### config.mk
export PLATFORM = sky130hd
export DESIGN_NAME = dmem_responder
export DESIGN_NICKNAME = d
export VERILOG_FILES = /design/src/rtl/risc_pkg.sv /design/src/rtl/dmem_array.sv /design/src/rtl/dmem_responder.sv
export SDC_FILE = /design/constraint.sdc
export NUM_CORES = 1
export LEC_CHECK = 0
export BUFFER_PORTS_ARGS = -buffer_cell sky130_fd_sc_hd__buf_2
export CELL_PAD_IN_SITES_DETAIL_PLACEMENT = 1
export CELL_PAD_IN_SITES_GLOBAL_PLACEMENT = 1
export CORE_ASPECT_RATIO = 0.7
export CORE_MARGIN = 2
export CORE_UTILIZATION = 58
export CTS_BUF_LIST = sky130_fd_sc_hd__clkbuf_4 sky130_fd_sc_hd__clkbuf_8
export CTS_CLUSTER_DIAMETER = 100
export DETAILED_ROUTE_END_ITERATION = 12
export PLACE_DENSITY_LB_ADDON = 0.1
export SYNTH_ARGS = -nofsm -noshare
export SYNTH_HDL_FRONTEND = slang
export SYNTH_SLANG_ARGS = --single-unit
### constraint.sdc
create_clock -name clk -period 4.9 [get_ports clk]
set_input_delay 0.735 -clock clk [delete_from_list [all_inputs] [get_ports clk]]
set_output_delay 0.735 -clock clk [all_outputs]
set_load 0.03 [all_outputs]
### src/rtl/risc_pkg.sv
// Shared definitions for the data-memory responder: datapath widths, FSM
// state encoding and the address range check.
package risc_pkg;

  localparam int DATA_W     = 16;
  localparam int ADDR_W     = 16;
  localparam int ADDR_IDX_W = 4;
  localparam int CNT_W      = 4;

  typedef enum logic [1:0] {
    IDLE,
    WAIT,
    RESP
  } state_t;

  // Only the low ADDR_IDX_W bits index storage; any higher bit set is an error.
  function automatic logic addr_in_range(input logic [ADDR_W-1:0] addr);
    return (addr[ADDR_W-1:ADDR_IDX_W] == '0);
  endfunction

endpackage

### src/rtl/dmem_array.sv
// Word storage for the responder: synchronous write, combinational read.
// Contents are deliberately not reset.
module dmem_array
  import risc_pkg::*;
#(
  parameter int DEPTH = 16
) (
  input  logic                  clk,
  input  logic                  we,
  input  logic [ADDR_IDX_W-1:0] waddr,
  input  logic [DATA_W-1:0]     wdata,
  input  logic [ADDR_IDX_W-1:0] raddr,
  output logic [DATA_W-1:0]     rdata
);

  logic [DATA_W-1:0] mem [DEPTH];

  always_ff @(posedge clk) begin
    if (we) begin
      mem[waddr] <= wdata;
    end
  end

  assign rdata = mem[raddr];

endmodule

### src/rtl/dmem_responder.sv
// Single-outstanding data-memory responder: accepts one access, waits
// LATENCY cycles, then presents the response until the requester takes it.
module dmem_responder
  import risc_pkg::*;
#(
  parameter int LATENCY = 2,
  parameter int DEPTH   = 16
) (
  input  logic              clk,
  input  logic              clear,
  input  logic              req_valid,
  output logic              req_ready,
  input  logic              req_write,
  input  logic [ADDR_W-1:0] req_addr,
  input  logic [DATA_W-1:0] req_wdata,
  output logic              rsp_valid,
  input  logic              rsp_ready,
  output logic [DATA_W-1:0] rsp_rdata,
  output logic              rsp_err
);

  state_t            state, state_next;
  logic [CNT_W-1:0]  cnt, cnt_next;
  logic              accept;
  logic              enter_resp;

  logic              cap_write;
  logic [ADDR_W-1:0] cap_addr;
  logic [DATA_W-1:0] cap_wdata;

  logic              op_write;
  logic [ADDR_W-1:0] op_addr;
  logic [DATA_W-1:0] op_wdata;
  logic              op_in_range;

  logic              mem_we;
  logic [DATA_W-1:0] mem_rdata;
  logic [DATA_W-1:0] rdata_q;
  logic              err_q;

  assign accept = (state == IDLE) && req_valid;

  always_comb begin
    state_next = state;
    cnt_next   = cnt;
    enter_resp = 1'b0;
    case (state)
      IDLE: begin
        if (accept) begin
          if (LATENCY == 0) begin
            state_next = RESP;
            enter_resp = 1'b1;
          end else begin
            state_next = WAIT;
            cnt_next   = CNT_W'(LATENCY - 1);
          end
        end
      end
      WAIT: begin
        if (cnt == '0) begin
          state_next = RESP;
          enter_resp = 1'b1;
        end else begin
          cnt_next = cnt - 1'b1;
        end
      end
      RESP: begin
        if (rsp_ready) begin
          state_next = IDLE;
        end
      end
      default: state_next = IDLE;
    endcase
  end

  // With zero latency the access completes on its accepting edge, so the
  // operation comes straight from the request bus instead of the capture regs.
  always_comb begin
    op_write    = cap_write;
    op_addr     = cap_addr;
    op_wdata    = cap_wdata;
    if (state == IDLE) begin
      op_write = req_write;
      op_addr  = req_addr;
      op_wdata = req_wdata;
    end
    op_in_range = addr_in_range(op_addr);
  end

  // Reset gates the store so a discarded access never reaches storage.
  assign mem_we = clear && enter_resp && op_write && op_in_range;

  dmem_array #(
    .DEPTH (DEPTH)
  ) u_array (
    .clk   (clk),
    .we    (mem_we),
    .waddr (op_addr[ADDR_IDX_W-1:0]),
    .wdata (op_wdata),
    .raddr (op_addr[ADDR_IDX_W-1:0]),
    .rdata (mem_rdata)
  );

  always_ff @(posedge clk) begin
    if (!clear) begin
      state   <= IDLE;
      cnt     <= '0;
      rdata_q <= '0;
      err_q   <= 1'b0;
    end else begin
      state <= state_next;
      cnt   <= cnt_next;
      if (accept) begin
        cap_write <= req_write;
        cap_addr  <= req_addr;
        cap_wdata <= req_wdata;
      end
      if (enter_resp) begin
        err_q   <= !op_in_range;
        rdata_q <= (op_in_range && !op_write) ? mem_rdata : '0;
      end else if (state == RESP && rsp_ready) begin
        err_q   <= 1'b0;
        rdata_q <= '0;
      end
    end
  end

  assign req_ready = (state == IDLE);
  assign rsp_valid = (state == RESP);
  assign rsp_rdata = rdata_q;
  assign rsp_err   = err_q;

endmodule

==> flow_metrics.tcl, run 1 <==
set metrics [dict create \
    status "complete, no violations" \
    endpoint_kind "flip-flop" \
    yosys.area.top_type_share_pct 74.8 \
    pwr-share-seq_pct 53.8 \
    routedWlPerCell_um 28.1 \
    reg2reg_depth 8 \
    period_needed_ns 3.49 \
    gp_congestion 0.814 \
    grt_max_degree 65 \
    htreeDepth 2 \
    cp_top_family "simple AND/OR/NAND/NOR gates" \
    path_max_fanout 9 \
    wl_mm 32.0 \
    hold_depth 1 \
    finalWorstSetupSlack_ns 1.41 \
    arrival_ns 3.74 \
    cts_tree "built" \
    netlist_instances 747 \
    whs_ns 0.365 \
    diodes 0 \
    hold_class "in -> reg" \
    synthesis.nets 786 \
    switching_share_pct 24.9 \
    syn_to_final_growth_pct 12.5 \
    critPathKind "reg -> reg" \
    synth-edff-count 289 \
    slowest_stage "nor2_1" \
    die_w_um 173 \
    setup_violations 0 \
    post-place-ws_ns 1.30 \
    r2r_end "u_array.mem[8][0]$_DFFE_PP_" \
    clk_latency_ns 0.56 \
    layout-drive-gt1-share_pct 19.0 \
    dr.pass1.iters 5 \
    slew_headroom_pct 5.62 \
    clk_pin_slew_ns 0.06 \
    maxCapViolCount 0 \
    synth_seq_cells 312 \
    cts_root_buffer "clkbuf_8" \
    initial_core_util_pct 58.9 \
    worstMarginPinSlew_ns 1.41 \
    clkSinkCount 312 \
    cellPowerDensity_nw_per_um2 430 \
    ir_drop_uv 279 \
    io_buffer_count 55 \
    drv_slew 0 \
    pin_count 56 \
    grt.total_usage_pct 31.1 \
    crit_chain "inv_1, ha_1, nor3b_1, and3b_1, nand3_1, or3_4, nor2_1, buf_4" \
    antenna_found_initial 0 \
    coreArea_sq_um 19700 \
    finalCritPeriodShare_pct 71.1 \
    postSynth.asyncResetShare_pct 0 \
    r2r_setup_slack_ns 1.41 \
    path_buf_inv 2 \
    internal_power_mw 4.21 \
    cts_setup_buffers 0 \
    ctsResizeCount 0 \
    ctsHoldBuffers 0 \
    ys.flop_type "edfxtp_1" \
    gr-total-overflow 0 \
    rr_startpoint "cnt[0]$_SDFFE_PN0P_" \
    rows 43 \
    grt_pass1_vias 7566 \
    yosys_warnings 0 \
    synth.top_cells.by_area "edfxtp_1, o22ai_1, dfxtp_1" \
    die_y_um 122 \
    required_ns 5.16 \
    cts_buffers 47 \
    drtIter0Drc 907 \
    finalHoldViolCount 0 \
    clockPowerShare_pct 36.5 \
    drtAntennaViolNets 0 \
    fmax_mhz 287 \
    syn_avg_cell_area_sq_um 15.5 \
    worstHoldEndpoint "cap_addr[15]$_DFFE_PP_" \
    final.setup_skew_ns 0.0206 \
    grt_first_pass_wirelength_mm 48.1 \
    finalNetCount 874 \
    total_power_mw 5.61 \
    combPwrFrac_pct 9.7 \
    rsz0062_at_grt "no" \
    p_leak_nw 4.36 \
    yosys.area.top_type "edfxtp_1" \
    vias 7341 \
    seq_area_frac_synth_pct 78.8 \
    synth_common_cells "edfxtp_1, o22ai_1, nand2_1" \
    netlist_area_sq_um 11600 \
    startpoint_type "flip-flop" \
    die-area_sq_um 21200 \
    hp-start "req_addr[15]" \
    clock_path_buffers 3 \
    p_switching_mw 1.40 \
    cpPeakStageDelay_ns 0.67 \
    drt-vias-per-instance 6.46 \
    synth_cell_types 43 \
    synth.most_common_cell "edfxtp_1" \
    drc 0 \
    setup-tns-final_ns 0 \
    dp_hpwl_mm 19.6 \
]
[how the worst max path moves through the flow]
stage | start | end | slack, ns | cells past startpoint
finish | cnt[0]$_SDFFE_PN0P_ | u_array.mem[8][0]$_DFFE_PP_ | 1.41 | 8
global route | cnt[0]$_SDFFE_PN0P_ | u_array.mem[4][14]$_DFFE_PP_ | 1.10 | 8
CTS | cnt[0]$_SDFFE_PN0P_ | u_array.mem[11][11]$_DFFE_PP_ | 1.19 | 7
detailed placement | cnt[0]$_SDFFE_PN0P_ | u_array.mem[7][0]$_DFFE_PP_ | 1.30 | 7
global placement | cnt[0]$_SDFFE_PN0P_ | u_array.mem[11][5]$_DFFE_PP_ | 1.54 | 7
floorplan | state[1]$_SDFFE_PN0P_ | cap_addr[0]$_DFFE_PP_ | 1.80 | 7
[per-stage QoR]
stage	utilization (%)	instance area [sq um]	instances
floorplan	-	11600	747
global placement	61.7	12200	1056
detailed placement	61.7	12200	1056
CTS	66.2	13000	1137
global route	66.3	13100	1137
finish	66.3	13100	1137
[worst reg2reg max path: cells and delay by family (launching register included)]
family                     cells  cell delay, ns
adders and majority gates      1            0.15
buffers and inverters          2            0.44
DFF                            1            0.34
and+or+nand+nor                5            2.25
[power by group through the flow]
stage | Clock (mW) | Combinational, mW | Sequential [mW]
floorplan | 0 | 0.331 | 3.06
global placement | 0 | 0.500 | 3.07
detailed placement | 0 | 0.531 | 3.07
CTS | 2.08 | 0.534 | 3.02
global route | 2.19 | 0.580 | 3.02
finish | 2.05 | 0.545 | 3.02
[layer usage]
layer / vias to the layer above / global-route usage, % / share of wire [%]
met5: - / 0 / 0
li1: 3130 / - / -
met3: 83 / 5.92 / 9.0
met4: 0 / 10.9 / 3.0
met1: 3717 / 43.5 / 41
met2: 411 / 50.1 / 47
[layout by cell type, fill, tap and decap left out, types with 4 or more instances in the layout]
master / synthesis / layout
a21oi_1: 4 / 4
buf_2: 13 / 55
buf_4: 4 / 26
clkbuf_4: 0 / 17
clkbuf_8: 0 / 51
clkinv_1: 0 / 8
dfxtp_1: 23 / 23
edfxtp_1: 289 / 289
inv_1: 20 / 20
nand2_1: 71 / 71
nor2_1: 37 / 34
o2111ai_1: 15 / 15
o21ai_0: 12 / 9
o21ai_1: 57 / 60
o22ai_1: 125 / 125
o2bb2ai_1: 4 / 4
or3_1: 4 / 4
[cell families (layout without fill, tap and decap cells)]
group / Yosys count / count (layout) / share of synthesized area, %
adders and majority gates: 2 / 2 / 0.216
muxes: 1 / 1 / 0.0863
buffers and inverters: 62 / 182 / 3.31
and+or+nand+nor: 138 / 138 / 5.26
xor gates and xnor gates: 2 / 2 / 0.151
AOI/OAI and AO/OA: 230 / 230 / 12.2
DFF: 312 / 312 / 78.8
[state kept, by name, indices dropped and copies added (netlist names)]
name         count
cap_addr        16
cap_wdata       16
cap_write        1
cnt              4
rsp_err          1
rsp_rdata       16
state            2
u_array.mem    256
[area by class of cell]
cell class                      instances  area [sq um]
Clock inverter                         13          62.6
Clock buffer                           68           830
Tap cell                              270           338
Sequential cell                       312          9140
Inverter                               20          75.1
Timing Repair Buffer                   81           470
Multi-Input combinational cell        373          2140
Fill cell                            1838          6640
No activity file was read; power rests on OpenSTA's default activity.
==> run 2: changes to the inputs <==
--- a/config.mk
+++ b/config.mk
@@ -10,7 +10,7 @@
 export CELL_PAD_IN_SITES_GLOBAL_PLACEMENT = 1
 export CORE_ASPECT_RATIO = 0.7
 export CORE_MARGIN = 2
-export CORE_UTILIZATION = 58
+export CORE_UTILIZATION = 49
 export CTS_BUF_LIST = sky130_fd_sc_hd__clkbuf_4 sky130_fd_sc_hd__clkbuf_8
 export CTS_CLUSTER_DIAMETER = 100
 export DETAILED_ROUTE_END_ITERATION = 12
==> constraint.sdc (replaced) <==
create_clock -name clk -period 3.15 [get_ports clk]
set_input_delay 0.4725 -clock clk [delete_from_list [all_inputs] [get_ports clk]]
set_output_delay 0.4725 -clock clk [all_outputs]
set_load 0.03 [all_outputs]
==> run 2 against run 1 <==
Against the previous run:
- cell area is 1.3% higher
- count of clock-buffer cells in the layout decreased by 2
- combinational power is 60% higher
- sequential share of layout area fell by 0.92 points
- cell count rose by 5.5%
- clock power grew 57%
- critical path type unchanged
- highest routed layer is now met5
==> flow_metrics.tcl, run 2 (synthesized netlist as in run 1, its figures left out) <==
set metrics [dict create \
    combPwrFrac_pct 9.9 \
    fmax_mhz 351 \
    status "complete, no violations" \
    placed_area_sq_um 12300 \
    final_core_util_pct 56.4 \
    grt.total_usage_pct 25.4 \
    slowest_stage "o21ai_1" \
    endpoint_kind "flip-flop" \
    clk_latency_ns 0.56 \
    crit_top_cell "o21ai_1" \
    cts_tree "built" \
    die-area_sq_um 24900 \
    final_common_cell "edfxtp_1" \
    nFillCells 2242 \
    hold_depth 1 \
    finalNetCount 883 \
    grt_pass1_vias 7370 \
    path_max_fanout 26 \
    gp_congestion 0.888 \
    pin_count 56 \
    largest_reg_flops 256 \
    p_switching_mw 2.17 \
    clkSinkCount 312 \
    clk_pin_slew_ns 0.06 \
    die_y_um 133 \
    cpPeakStageDelay_ns 1.05 \
    syn_to_final_growth_pct 14.0 \
    gr-total-overflow 0 \
    startpoint "state[0]$_SDFFE_PN0P_" \
    reg2reg_depth 7 \
    grt_max_degree 56 \
    rows 47 \
    hp-start "req_addr[9]" \
    setup-tns-final_ns 0 \
    period_needed_ns 2.85 \
    rsz0062_at_grt "no" \
    drtIter0Drc 882 \
    wl_mm 31.0 \
    worstMarginPinSlew_ns 1.34 \
    pwr-share-seq_pct 53.4 \
    ctsResizeCount 0 \
    p_leak_nw 4.44 \
    antenna_found_initial 1 \
    maxCapViolCount 0 \
    required_ns 3.58 \
    finalHoldViolCount 0 \
    routedWlPerCell_um 25.9 \
    dp_hpwl_mm 20.3 \
    post-place-ws_ns 0.359 \
    hold_class "in -> reg" \
    arrival_ns 3.27 \
    io_buffer_count 55 \
    switching_share_pct 24.7 \
    diodes 0 \
    stdcell_count 1200 \
    internal_power_mw 6.61 \
    total_power_mw 8.78 \
    slew_headroom_pct 10.3 \
    clockPowerShare_pct 36.7 \
    startpoint_type "flip-flop" \
    cellPowerDensity_nw_per_um2 664 \
    rr_startpoint "state[0]$_SDFFE_PN0P_" \
    mostFrequentLayoutCells "edfxtp_1, o22ai_1, nand2_1, o21ai_1, buf_2" \
    finalCritPeriodShare_pct 90.3 \
    critPathKind "reg -> reg" \
    initial_core_util_pct 49.4 \
    die_w_um 188 \
    drt-vias-per-instance 5.96 \
    numPlacedInstances 1113 \
    final.setup_skew_ns 0.0217 \
    dr.pass1.iters 5 \
    layout-drive-gt1-share_pct 19.3 \
    crit_chain "or2_1, inv_1, buf_4, o21ai_1, o21ai_1, o2111ai_1, o21ai_1" \
    ctsHoldBuffers 0 \
    finalWorstSetupSlack_ns 0.304 \
    path_buf_inv 2 \
    vias 7157 \
    coreArea_sq_um 23500 \
    r2r_end "rsp_rdata[15]$_SDFFE_PN0P_" \
    cts_root_buffer "clkbuf_8" \
    finish.instance_area_sq_um 13200 \
    grt_first_pass_wirelength_mm 46.5 \
    drv_slew 0 \
    htreeDepth 2 \
    worstHoldEndpoint "cap_addr[9]$_DFFE_PP_" \
    setup_violations 0 \
    cts_setup_buffers 0 \
    cp_top_family "compound AO/OA/AOI/OAI gates" \
    ir_drop_uv 363 \
    cts_buffers 47 \
    r2r_setup_slack_ns 0.30 \
    drc 0 \
    clock_path_buffers 3 \
    drtAntennaViolNets 0 \
    whs_ns 0.0910 \
    largest_register "u_array.mem" \
]
-- run 2: changes by cell type in the layout (fill, tap and decap cells not counted), sizes merged --
cell,before,now
buf,81,90
bufinv,0,1
clkbuf,68,66
clkinv,10,18
clkinvlp,3,1
inv,20,21
-- run 2: area by class of cell --
cell class | count | area [sq um] | share of cell area [%]
clock buffer | 66 | 802 | 6.06
sequential | 312 | 9140 | 69.1
clock inverter | 21 | 116 | 0.880
tap | 318 | 398 | 3.01
multi-input combinational | 373 | 2130 | 16.1
inverter | 20 | 75.1 | 0.568
timing repair buffer | 90 | 563 | 4.26
-- run 2: worst reg2reg max path, stage by stage (launching register included) --
cell       delay, ns
dfxtp_1         0.55
or2_1           0.18
inv_1           0.09
buf_4           0.23
o21ai_1         1.06
o21ai_1         0.29
o2111ai_1       0.23
o21ai_1         0.09
-- run 2: how the worst max path moves through the flow --
stage | slack [ns] | cells past startpoint | endpoint
detailed placement | 0.36 | 7 | rsp_rdata[15]$_SDFFE_PN0P_
CTS | 0.34 | 7 | rsp_rdata[15]$_SDFFE_PN0P_
global route | 0.12 | 7 | rsp_rdata[15]$_SDFFE_PN0P_
floorplan | 0.05 | 7 | cap_addr[0]$_DFFE_PP_
finish | 0.30 | 7 | rsp_rdata[15]$_SDFFE_PN0P_
global placement | 0.42 | 7 | rsp_rdata[15]$_SDFFE_PN0P_
-- run 2: layer usage --
layer | vias up | global-route usage (%) | share of wire [%]
li1 | 3160 | - | -
met1 | 3620 | 38.7 | 45
met2 | 337 | 37.2 | 44
met3 | 38 | 6.31 | 9.4
met4 | 2 | 5.42 | 1.2
met5 | - | 0 | 0.042
-- run 2: power by group through the flow --
stage	Combinational, mW	Sequential (mW)	Clock [mW]
2_1_floorplan	0.515	4.77	0
3_3_place_gp	0.831	4.77	0
3_5_place_dp	0.858	4.78	0
4_1_cts	0.861	4.69	3.29
5_1_grt	0.934	4.69	3.47
6_report	0.871	4.69	3.22
==> run 3: changes to the inputs <==
--- a/config.mk
+++ b/config.mk
@@ -5,15 +5,16 @@
 export SDC_FILE = /design/constraint.sdc
 export NUM_CORES = 1
 export LEC_CHECK = 0
-export BUFFER_PORTS_ARGS = -buffer_cell sky130_fd_sc_hd__buf_2
+export BUFFER_PORTS_ARGS = -buffer_cell sky130_fd_sc_hd__buf_4
 export CELL_PAD_IN_SITES_DETAIL_PLACEMENT = 1
 export CELL_PAD_IN_SITES_GLOBAL_PLACEMENT = 1
 export CORE_ASPECT_RATIO = 0.7
-export CORE_MARGIN = 2
+export CORE_MARGIN = 1
 export CORE_UTILIZATION = 49
 export CTS_BUF_LIST = sky130_fd_sc_hd__clkbuf_4 sky130_fd_sc_hd__clkbuf_8
 export CTS_CLUSTER_DIAMETER = 100
 export DETAILED_ROUTE_END_ITERATION = 12
+export GPL_ROUTABILITY_DRIVEN = 0
 export PLACE_DENSITY_LB_ADDON = 0.1
 export SYNTH_ARGS = -nofsm -noshare
 export SYNTH_HDL_FRONTEND = slang
==> run 3 against run 2 <==
Against the previous run:
- global-route usage rose by 0.43 points
- count of clock-buffer cells in the layout fell by 1
- combinational power rose by 3.3%
- sequential cell count did not move
- non-clock buffer count rose by 15
- core utilization rose by 2.2 points
- sequential share of layout area fell by 0.95 points
- critical path type unchanged
- largest power group unchanged
==> flow_metrics.tcl, run 3 (synthesized netlist as in run 1, its figures left out) <==
set metrics [dict create \
    grt_pass1_vias 7344 \
    path_max_fanout 8 \
    clock_path_buffers 3 \
    pwr-share-seq_pct 54.2 \
    p_switching_mw 2.11 \
    largest_reg_flops 256 \
    dp_hpwl_mm 20.7 \
    clkSinkCount 312 \
    setup-tns-final_ns 0 \
    clk_pin_slew_ns 0.07 \
    hold_class "in -> reg" \
    die_y_um 131 \
    p_leak_nw 4.52 \
    mostFrequentLayoutCells "edfxtp_1, o22ai_1, buf_4, nand2_1, o21ai_1" \
    critPathKind "reg -> reg" \
    clockPowerShare_pct 35.4 \
    slew_headroom_pct 37.6 \
    drtIter0Drc 748 \
    syn_to_final_growth_pct 15.6 \
    gr-total-overflow 0 \
    required_ns 3.39 \
    final_common_cell "edfxtp_1" \
    finalNetCount 898 \
    ctsHoldBuffers 0 \
    combPwrFrac_pct 10.4 \
    cts_setup_buffers 0 \
    final_core_util_pct 58.5 \
    endpoint_kind "flip-flop" \
    coreArea_sq_um 22900 \
    grt_first_pass_wirelength_mm 45.0 \
    arrival_ns 3.22 \
    dr.pass1.iters 5 \
    drv_slew 0 \
    diodes 0 \
    final.setup_skew_ns 0.0230 \
    finalCritPeriodShare_pct 94.8 \
    rsz0062_at_grt "no" \
    finalHoldViolCount 0 \
    largest_register "u_array.mem" \
    status "complete, no violations" \
    cellPowerDensity_nw_per_um2 645 \
    switching_share_pct 24.4 \
    worstMarginPinSlew_ns 0.930 \
    die-area_sq_um 24300 \
    grt.total_usage_pct 25.8 \
    grt_max_degree 35 \
    cts_buffers 47 \
    fmax_mhz 335 \
    htreeDepth 2 \
    internal_power_mw 6.53 \
    setup_violations 0 \
    startpoint_type "flip-flop" \
    period_needed_ns 2.99 \
    clk_latency_ns 0.55 \
    vias 7035 \
    layout-drive-gt1-share_pct 20.6 \
    maxCapViolCount 0 \
    die_w_um 186 \
    drc 0 \
    pin_count 56 \
    wl_mm 30.1 \
    initial_core_util_pct 50.6 \
    antenna_found_initial 0 \
    routedWlPerCell_um 25.1 \
    drtAntennaViolNets 0 \
    cts_root_buffer "clkbuf_8" \
    drt-vias-per-instance 5.86 \
    rows 46 \
    cts_tree "built" \
    ir_drop_uv 415 \
    io_buffer_count 55 \
    ctsResizeCount 0 \
]
-- run 3: cell count changes in the layout (fill, tap and decap cells not counted), sizes merged --
cell / delta
buf: +15
bufinv: -1
clkbuf: -1
clkinv: -5
clkinvlp: -1
inv: -1
-- run 3: worst max-delay path, stage by stage, from the launching register on --
cell     delay (ns)
dfxtp_1        0.32
inv_1          0.10
ha_1           0.14
nor3b_1        0.52
and3b_1        0.37
nand3_1        0.20
or3_1          0.53
nor2_1         0.26
buf_4          0.22
-- run 3: path summary, 6_finish.rpt --
path | slack (ns) | cells past startpoint | start | end
worst max-delay path | 0.16 | 8 | cnt[0]$_SDFFE_PN0P_ | u_array.mem[5][9]$_DFFE_PP_
worst max register to register | 0.16 | 8 | cnt[0]$_SDFFE_PN0P_ | u_array.mem[5][9]$_DFFE_PP_
worst min register to register | 0.45 | 2 | rsp_rdata[12]$_SDFFE_PN0P_ | rsp_rdata[12]$_SDFFE_PN0P_
worst min-delay path | 0.11 | 1 | req_wdata[4] | cap_wdata[4]$_DFFE_PP_
-- run 3: metrics by stage --
| step | std cells | power (mW) | hold slack, ns | instance area, sq um | setup WS [ns] |
|---|---|---|---|---|---|
| after floorplan | 747 | 5.28 | 0.480 | 11600 | 0.0484 |
| after detailed placement | 1122 | 5.66 | 0.443 | 12600 | 0.239 |
| after global placement | 1122 | 5.63 | 0.442 | 12600 | 0.364 |
| after CTS | 1200 | 8.71 | 0.0797 | 13400 | 0.161 |
| final | 1200 | 8.64 | 0.111 | 13400 | 0.164 |
| after global routing | 1200 | 8.93 | 0.0771 | 13400 | 0.0508 |
-- run 3: per-layer routing --
layer / part of all wire (%) / vias up / wire, um / track usage (%)
met4: 1.6 / 0 / 480 / 6.70
met1: 47 / 3562 / 14000 / 38.6
met2: 44 / 255 / 13300 / 38.6
met5: 0 / - / 0 / 0
met3: 7.7 / 41 / 2320 / 5.54
li1: - / 3177 / - / -
-- run 3: layout make-up --
type / instances / area (sq um)
tap: 312 / 390
inverter: 20 / 75.1
fill: 2231 / 9500
timing repair buffer: 105 / 826
clock inverter: 13 / 53.8
clock buffer: 65 / 795
multi-input combinational: 373 / 2130
sequential: 312 / 9140
-- run 3: power groups by stage --
stage          Sequential, mW  Combinational [mW]  Clock (mW)
2_1_floorplan            4.77               0.515           0
3_3_place_gp             4.77               0.859           0
3_5_place_dp             4.77               0.892           0
4_1_cts                  4.69               0.895        3.13
5_1_grt                  4.69               0.968        3.27
6_report                 4.69               0.900        3.06
